--- src/rtl/axil_mem_slave.sv ---
// axil_mem_slave: AXI4-Lite slave over a DEPTH-word flop memory with fixed B/R response latencies.
// Define AXIL_MEM_SLAVE_ERR_EN to answer SLVERR to out-of-window accesses instead of wrapping them.
module axil_mem_slave #(
    parameter int                ADDR_W    = 32,
    parameter int                DATA_W    = 32,
    parameter int                DEPTH     = 16,
    parameter logic [ADDR_W-1:0] BASE_ADDR = 32'h4000_0000,
    parameter int                B_LAT     = 1,
    parameter int                R_LAT     = 1
) (
    input  logic                clk,
    input  logic                rst_n,
    input  logic [ADDR_W-1:0]   awaddr,
    input  logic                awvalid,
    output logic                awready,
    input  logic [DATA_W-1:0]   wdata,
    input  logic [DATA_W/8-1:0] wstrb,
    input  logic                wvalid,
    output logic                wready,
    output logic [1:0]          bresp,
    output logic                bvalid,
    input  logic                bready,
    input  logic [ADDR_W-1:0]   araddr,
    input  logic                arvalid,
    output logic                arready,
    output logic [DATA_W-1:0]   rdata,
    output logic [1:0]          rresp,
    output logic                rvalid,
    input  logic                rready
);
    localparam int SB = DATA_W / 8;
    localparam int SH = $clog2(SB);
    localparam int IW = $clog2(DEPTH);
    localparam logic [1:0] OKAY = 2'b00;
    localparam logic [1:0] SLVERR = 2'b10;

    typedef enum logic [1:0] {W_IDLE, W_WAIT, W_RESP} w_state_t;
    typedef enum logic [1:0] {R_IDLE, R_WAIT, R_RESP} r_state_t;

    w_state_t          w_state, w_next;
    r_state_t          r_state, r_next;
    logic [DATA_W-1:0] mem [DEPTH];
    logic [ADDR_W-1:0] aw_addr, ar_addr, c_addr;
    logic [DATA_W-1:0] w_data, c_data;
    logic [SB-1:0]     w_strb, c_strb;
    logic              aw_done, w_done, aw_fire, w_fire, ar_fire, commit, c_ok, r_ok;
    logic [2:0]        b_cnt, r_cnt;

    function automatic logic [IW-1:0] word_idx(input logic [ADDR_W-1:0] a);
        return IW'((a - BASE_ADDR) >> SH);
    endfunction

`ifdef AXIL_MEM_SLAVE_ERR_EN
    function automatic logic in_window(input logic [ADDR_W-1:0] a);
        return a >= BASE_ADDR && ((a - BASE_ADDR) >> SH) < ADDR_W'(DEPTH);
    endfunction
    assign c_ok = in_window(c_addr);
    assign r_ok = in_window(ar_addr);
`else
    assign c_ok = 1'b1;
    assign r_ok = 1'b1;
`endif

    // Each write channel stays ready in W_IDLE only until it has been captured.
    assign awready = w_state == W_IDLE && !aw_done;
    assign wready  = w_state == W_IDLE && !w_done;
    assign bvalid  = w_state == W_RESP;
    assign arready = r_state == R_IDLE;
    assign rvalid  = r_state == R_RESP;
    assign aw_fire = awvalid && awready;
    assign w_fire  = wvalid && wready;
    assign ar_fire = arvalid && arready;
    assign commit  = w_state == W_IDLE && (aw_fire || aw_done) && (w_fire || w_done);
    assign c_addr  = aw_done ? aw_addr : awaddr;
    assign c_data  = w_done ? w_data : wdata;
    assign c_strb  = w_done ? w_strb : wstrb;

    always_comb begin
        w_next = w_state;
        r_next = r_state;
        case (w_state)
            W_IDLE:  w_next = commit ? W_WAIT : W_IDLE;
            W_WAIT:  w_next = b_cnt == 3'd0 ? W_RESP : W_WAIT;
            W_RESP:  w_next = bready ? W_IDLE : W_RESP;
            default: w_next = W_IDLE;
        endcase
        case (r_state)
            R_IDLE:  r_next = ar_fire ? R_WAIT : R_IDLE;
            R_WAIT:  r_next = r_cnt == 3'd0 ? R_RESP : R_WAIT;
            R_RESP:  r_next = rready ? R_IDLE : R_RESP;
            default: r_next = R_IDLE;
        endcase
    end

    always_ff @(posedge clk or negedge rst_n) begin
        if (!rst_n) begin
            w_state <= W_IDLE;
            r_state <= R_IDLE;
            aw_done <= 1'b0;
            w_done  <= 1'b0;
            aw_addr <= '0;
            ar_addr <= '0;
            w_data  <= '0;
            w_strb  <= '0;
            b_cnt   <= '0;
            r_cnt   <= '0;
            bresp   <= OKAY;
            rresp   <= OKAY;
            rdata   <= '0;
            for (int i = 0; i < DEPTH; i++) mem[i] <= '0;
        end else begin
            w_state <= w_next;
            r_state <= r_next;
            aw_done <= !commit && (aw_done || aw_fire);
            w_done  <= !commit && (w_done || w_fire);
            if (aw_fire) aw_addr <= awaddr;
            if (w_fire) begin
                w_data <= wdata;
                w_strb <= wstrb;
            end
            if (commit) begin
                b_cnt <= 3'(B_LAT - 1);
                bresp <= c_ok ? OKAY : SLVERR;
                if (c_ok)
                    for (int b = 0; b < SB; b++)
                        if (c_strb[b]) mem[word_idx(c_addr)][8*b +: 8] <= c_data[8*b +: 8];
            end else if (w_state == W_WAIT) begin
                b_cnt <= b_cnt - 3'd1;
            end
            if (ar_fire) begin
                ar_addr <= araddr;
                r_cnt   <= 3'(R_LAT - 1);
            end else if (r_state == R_WAIT) begin
                r_cnt <= r_cnt - 3'd1;
            end
            // Sampled with the pre-edge memory, so a write committing on this edge is not seen.
            if (r_state == R_WAIT && r_cnt == 3'd0) begin
                rdata <= r_ok ? mem[word_idx(ar_addr)] : '0;
                rresp <= r_ok ? OKAY : SLVERR;
            end
        end
    end
endmodule
--- config.mk ---
export PLATFORM = sky130hd
export DESIGN_NAME = axil_mem_slave
export DESIGN_NICKNAME = d
export VERILOG_FILES = /design/src/rtl/axil_mem_slave.sv
export SDC_FILE = /design/constraint.sdc
export NUM_CORES = 1
export LEC_CHECK = 0
export ABC_AREA = 1
export CAP_MARGIN = 20
export CORE_MARGIN = 8
export CORE_UTILIZATION = 50
export CTS_CLUSTER_SIZE = 40
export DETAILED_ROUTE_END_ITERATION = 12
export HOLD_SLACK_MARGIN = 0.02
export PLACE_DENSITY = 0.68
export SYNTH_ARGS = -nofsm -noshare
export SYNTH_HDL_FRONTEND = slang
export SYNTH_SLANG_ARGS = --single-unit
--- constraint.sdc ---
create_clock -name clk -period 3.1 [get_ports clk]
set_input_delay 0.62 -clock clk [delete_from_list [all_inputs] [get_ports clk]]
set_output_delay 0.62 -clock clk [all_outputs]
set_load 0.05 [all_outputs]
Yosys cells after proc, flatten, opt, wreduce, memory -nomap -nowiden
Cells that the tools add are included.
Cells by class
  add/subtract/negate cells: 4
  bitwise operators: 2
  equality and inequality tests: 4
  $lt $le $gt $ge: 3
  reduce and logical (&&, ||, !) cells: 22
  muxes and demuxes: 37
Operators by type and width (count)
  $mux 512: 7
  $bwmux 512: 4
  $demux 32 s4: 4
  $bmux 32 s4: 1
  $mux 32: 4
  $mux 24: 1
  $mux 16: 1
  $mux 3: 4
  $pmux 2 s3: 2
  $sub 6x1->6 const B: 2
  $logic_and 1x1->1: 11
  $ge 5x5->1 const B: 2
  $not 4->5: 2
  $mux 2: 4
  $mux 8: 1
  $logic_not 3->1: 2
  $mux 6: 1
  $sub 3x1->3 const B: 2
  $lt 5x1->1 const B: 1
  $eq 2x1->1 const B: 2
  $eq 2x2->1 const B: 2
  $logic_not 2->1: 2
  $mux 4: 1
  $reduce_bool 2->1: 2
  3 further kinds: 7
Word-level totals
  flip-flop bits (word level): 604
  logic and storage cells: 99
  output and inout bits: 41

Depth between registers and ports, before layout
  word-level depth: 18
  depth in mapped cells: 12
  depth with buffers taken out: 11

Worst setup path after synthesis
Ideal clock, no wire load.
  path type: reg2reg
  start point: register w_done
  end point: register w_data[0]
  arrival time: 2.141 ns
  setup slack: 0.827 ns
  stages on the path, launching flop included: 8
  clock period less this slack: 2.273 ns
  cells stage by stage: dfrtp_1 buf_4 buf_4 nor2_1 nand2_1 clkbuf_1 nand2_1 o21ai_0
Between the ends
  longest elaborated chain between the ends: 3
Ends and longest elaborated chain
  from (decl): RTL line 46  | logic aw_done, w_done, aw_fire, w_fire, ar_fire, commit, c_ok, r_ok;
  from (signal assigned): RTL line 115  | w_done <= !commit && (w_done || w_fire);
  $logic_not 1->1: RTL line 66  | assign wready = w_state == W_IDLE && !w_done;
  $logic_and 1x1->1: RTL line 66
  net wready: RTL line 19  | output logic wready,
  $logic_and 1x1->1: RTL line 71  | assign w_fire = wvalid && wready;
  to (signal assigned): RTL line 118  | w_data <= wdata;
  to (decl): RTL line 44  | logic [DATA_W-1:0] w_data, c_data;
The timed path passes the listed nets, and every way through them passes these cells.
A chain may end at the register's enable or synchronous reset.

Worst setup path after layout
  start point: register w_state[1]
  end point: output port wready
Between the ends
  longest elaborated chain between the ends: 2
Ends and longest elaborated chain
  from (decl): RTL line 40  | w_state_t w_state, w_next;
  from (signal assigned): RTL line 112  | w_state <= w_next;
  $logic_not 2->1: RTL line 66
  $logic_and 1x1->1: RTL line 66
  to (decl): RTL line 19
Every way passes these cells.

==> qor_table.md <==
| Metric | Value | Unit |
| --- | --- | --- |
| Final period utilization | 92.9 | % |
| Number of inserted diodes | 0 | - |
| Register bit total from synthesis | 600 | - |
| Clock transition at the register clock pins on the worst setup and hold paths after CTS | 0.06 | ns |
| Top cells by count, synth | nand2_1, dfrtp_1, nand3_1 | - |
| Vias in the first global route | 23300 | - |
| Cell type with the highest aggregate area in the netlist | dfrtp_1 | - |
| Post-route non-filler standard cell count | 4679 | - |
| Area growth, synth to finish | 14.9 | % |
| Comb pwr share | 39.9 | % |
| Switching share of total power | 42.0 | % |
| Die Ht | 256 | µm |
| Synthesized area | 0.0287 | mm² |
| Worst vdd rail ir drop | 1.10 | mV |
| Proportion of power drawn by the clock network | 24.1 | % |
| Count of hold buffers inserted by post-cts repair | 0 | - |
| Synthesized instance count | 3784 | - |
| Number of standard-cell rows in the floorplan | 88 | - |
| Post-Route Skew | 0.0218 | ns |
| Number of buffers between clock root and the deepest sink | 3 | - |
| Hold Crit Class | in2async | - |
| Minimum setup slack among reg-to-reg paths | 0.66 | ns |
| Remaining antenna violation count | 0 | - |
| Unrepaired setup endpoints after global routing | false | - |
| Core footprint | 0.0573 | mm² |
| Number of buffers added by the clock tree synthesis step | 68 | - |
| DR iter-0 viols | 2413 | - |
| Slew headroom | 23.9 | % |
| FILL cells | 5352 | - |
| Required @ worst endpoint | 2.48 | ns |
| Proportion of netlist area held by the largest area contributor | 52.3 | % |
| Number of flops mapped to enable cells by yosys | 0 | - |
| Sequential element share of the synthesized area | 52.3 | % |
| Wire length per cell | 17.3 | µm |
| Worst-skew pair later-pin latency | 0.61 | ns |
| Switching power total | 14700 | µW |
| Most repeated cell in the gate-level netlist after synthesis | nand2_1 | - |
| Leading register cell type out of synthesis | dfrtp_1 | - |
| Endpoint arrival time on the critical path | 2.26 | ns |
| Leakage dissipation | 0.0171 | µW |
| Layout cells sized above 1 | 9.68 | % |
| Number of DRC violations after detailed routing | 0 | - |
| Top achievable clock speed | 0.347 | GHz |
| Area occupied by registers | 0.0150 | mm² |
| Endpoint kind of the worst setup timing path | output pin | - |
| Die Area | 0.0654 | mm² |
| Ratio of routed vias to standard cells | 5.25 | - |
| Outcome | finished clean | - |
| Number of library cell types mapped by synthesis | 32 | - |
| Total routing resource utilization after global routing | 24.7 | % |
| Via total after detailed routing | 24600 | - |
| Final-report setup violation count | 0 | - |
| Global-route wire length before repair | 131000 | µm |
| Footprint of the multi-input gates | 0.0125 | mm² |
| CTS root buffer | clkbuf_16 | - |
| Pint | 20300 | µW |
| Final period demand of the worst path | 2.88 | ns |
| Final Max Tran Viols | 0 | - |
| Global-route congestion overflow total | 0 | - |
| Endpoint of the worst-slack reg-to-reg timing path | mem[431]$_DFFE_PN0P_ | - |
| Number of optimization iterations in the first detailed-route pass | 6 | - |
| Total wirelength of the detailed-routed design | 80800 | µm |
| Per-instance average area after synthesis | 7.59 | µm² |
| Last weighted congestion value of the routability-driven placer | 0.843 | - |
| Count of buffers from port buffering | 87 | - |
| Final hold violation count | 0 | - |
| Part of the total power dissipated in sequential elements | 36.0 | % |
| Cells resized by post-CTS repair | 0 | - |
| Post-layout nets | 3970 | - |
| Maximum number of pins on one net before global-route repair | 216 | - |
| Width of the chip | 256 | µm |
| Synth warnings | 0 | - |
| CTS Sinks | 600 | - |
| Boundary pin count | 148 | - |
| Initial core utilization | 50.2 | % |
| Final-layout setup total negative slack | 0 | ns |
| Largest cells by area after synthesis | dfrtp_1, nand2_1, nand3_1 | - |
| Highest fanout seen on the critical path | 4 | - |
| Depth of the worst register-to-register path | 8 | - |
| Transition at the pin with the smallest max-transition slack | 1.14 | ns |
| Origin of the critical flop-to-flop path | aw_done$_DFF_PN0_ | - |
| Crit start category | flip-flop | - |
| Number of antenna violations at the first check in global routing | 0 | - |
| Post-detailed-placement half-perimeter wirelength | 50200 | µm |
| Depth of the CTS H-tree | 3 | - |
| Placed Instances | 4554 | - |
| Post CTS Setup Buffer Count | 0 | - |
| Share of synthesized registers carrying an async set or reset | 100 | % |
| Setup CP Type | reg2out | - |
| Power per standard cell area | 1060 | mW/mm² |
| Maximum Capacitance Violations | 0 | - |
| TritonCTS clock tree | yes | - |
## metal layers
| layer | GRT usage [%] | part of all wire [%] | vias up | wire length [µm] |
|---|---|---|---|---|
| li1 | - | - | 12000 | - |
| met1 | 35.9 | 46 | 11600 | 37200 |
| met2 | 36.7 | 44 | 817 | 35300 |
| met3 | 4.75 | 7.6 | 136 | 6120 |
| met4 | 8.63 | 2.8 | 0 | 2240 |
| met5 | 0 | 0 | - | 0 |
## cell type report
type / instances / share of cell area, %
multi-input combinational: 2899 / 37.7
clock buffer: 104 / 6.27
sequential: 600 / 45.5
timing repair buffer: 186 / 5.47
tap: 765 / 2.90
inverter: 104 / 1.24
clock inverter: 21 / 0.861
## layout by cell type (no fill, tap or decap), types with 35 or more instances in the layout
| master | count |
|---|---|
| inv_2 | 35 |
| clkbuf_16 | 70 |
| nand2_1 | 2142 |
| nor2_4 | 46 |
| o21ai_0 | 97 |
| clkdlybuf4s50_1 | 86 |
| dfrtp_1 | 596 |
| nand3_1 | 392 |
| o21ai_1 | 96 |
| inv_1 | 63 |
| buf_4 | 84 |
## worst max-delay path, cell delays in order, from the launching register on
cell and delay, ns:
dfrtp_1 0.41, nor2_4 0.18, inv_1 0.07, nor2_1 0.15
clkdlybuf4s50_1 0.83
## metrics by stage
stage / setup WS [ns] / power (µW) / hold WS (ns) / area [µm²] / utilization, %
after detailed placement: 0.351 / 26500 / 0.458 / 30600 / 53.5
after global routing: 0.116 / 37300 / 0.0937 / 33000 / 57.6
final: 0.221 / 34900 / 0.0596 / 33000 / 57.6
after floorplan: 0.827 / 21900 / 0.324 / 28700 / -
after CTS: 0.175 / 35000 / 0.0461 / 33000 / 57.6
after global placement: 0.381 / 26200 / 0.454 / 30600 / 53.5
## worst max path at each step
stage / from / end / slack, ns / depth (start not counted)
3_3_place_gp: awvalid / mem[128]$_DFFE_PN0P_ / 0.38 / 9
4_1_cts: w_state[1]$_DFF_PN0_ / wready / 0.18 / 4
2_1_floorplan: w_done$_DFF_PN0_ / w_data[0]$_DFFE_PN0P_ / 0.83 / 7
3_5_place_dp: awvalid / mem[131]$_DFFE_PN0P_ / 0.35 / 9
5_1_grt: aw_done$_DFF_PN0_ / awready / 0.12 / 2
6_report: w_state[1]$_DFF_PN0_ / wready / 0.22 / 4
## cell families after synthesis
kind of cell               after synthesis  synth area share, %
buffers and inverters                  288                 4.47
DFF                                    600                 52.3
AOI/OAI and AO/OA                      222                 4.20
xor gates and xnor gates                 1               0.0305
other                                    1               0.0131
and+or+nand+nor                       2668                 38.8
adders and majority gates                4                0.174
## power by group through the flow
stage	Clock, µW	Sequential [µW]	Combinational, µW
2_1_floorplan	0	12700	9190
3_3_place_gp	0	12600	13600
3_5_place_dp	0	12600	13800
4_1_cts	8530	12600	13900
5_1_grt	8870	13000	15500
6_report	8410	12600	14000
## flip-flops by register name, indices dropped and copies added, names as in the netlist, 3 cells and up
| name | count |
|---|---|
| mem | 512 |
| b_cnt | 3 |
| r_cnt | 3 |
| aw_addr | 4 |
| rdata | 32 |
| ar_addr | 4 |
| w_strb | 4 |
| w_data | 32 |
(Power assumes the default switching activity.)
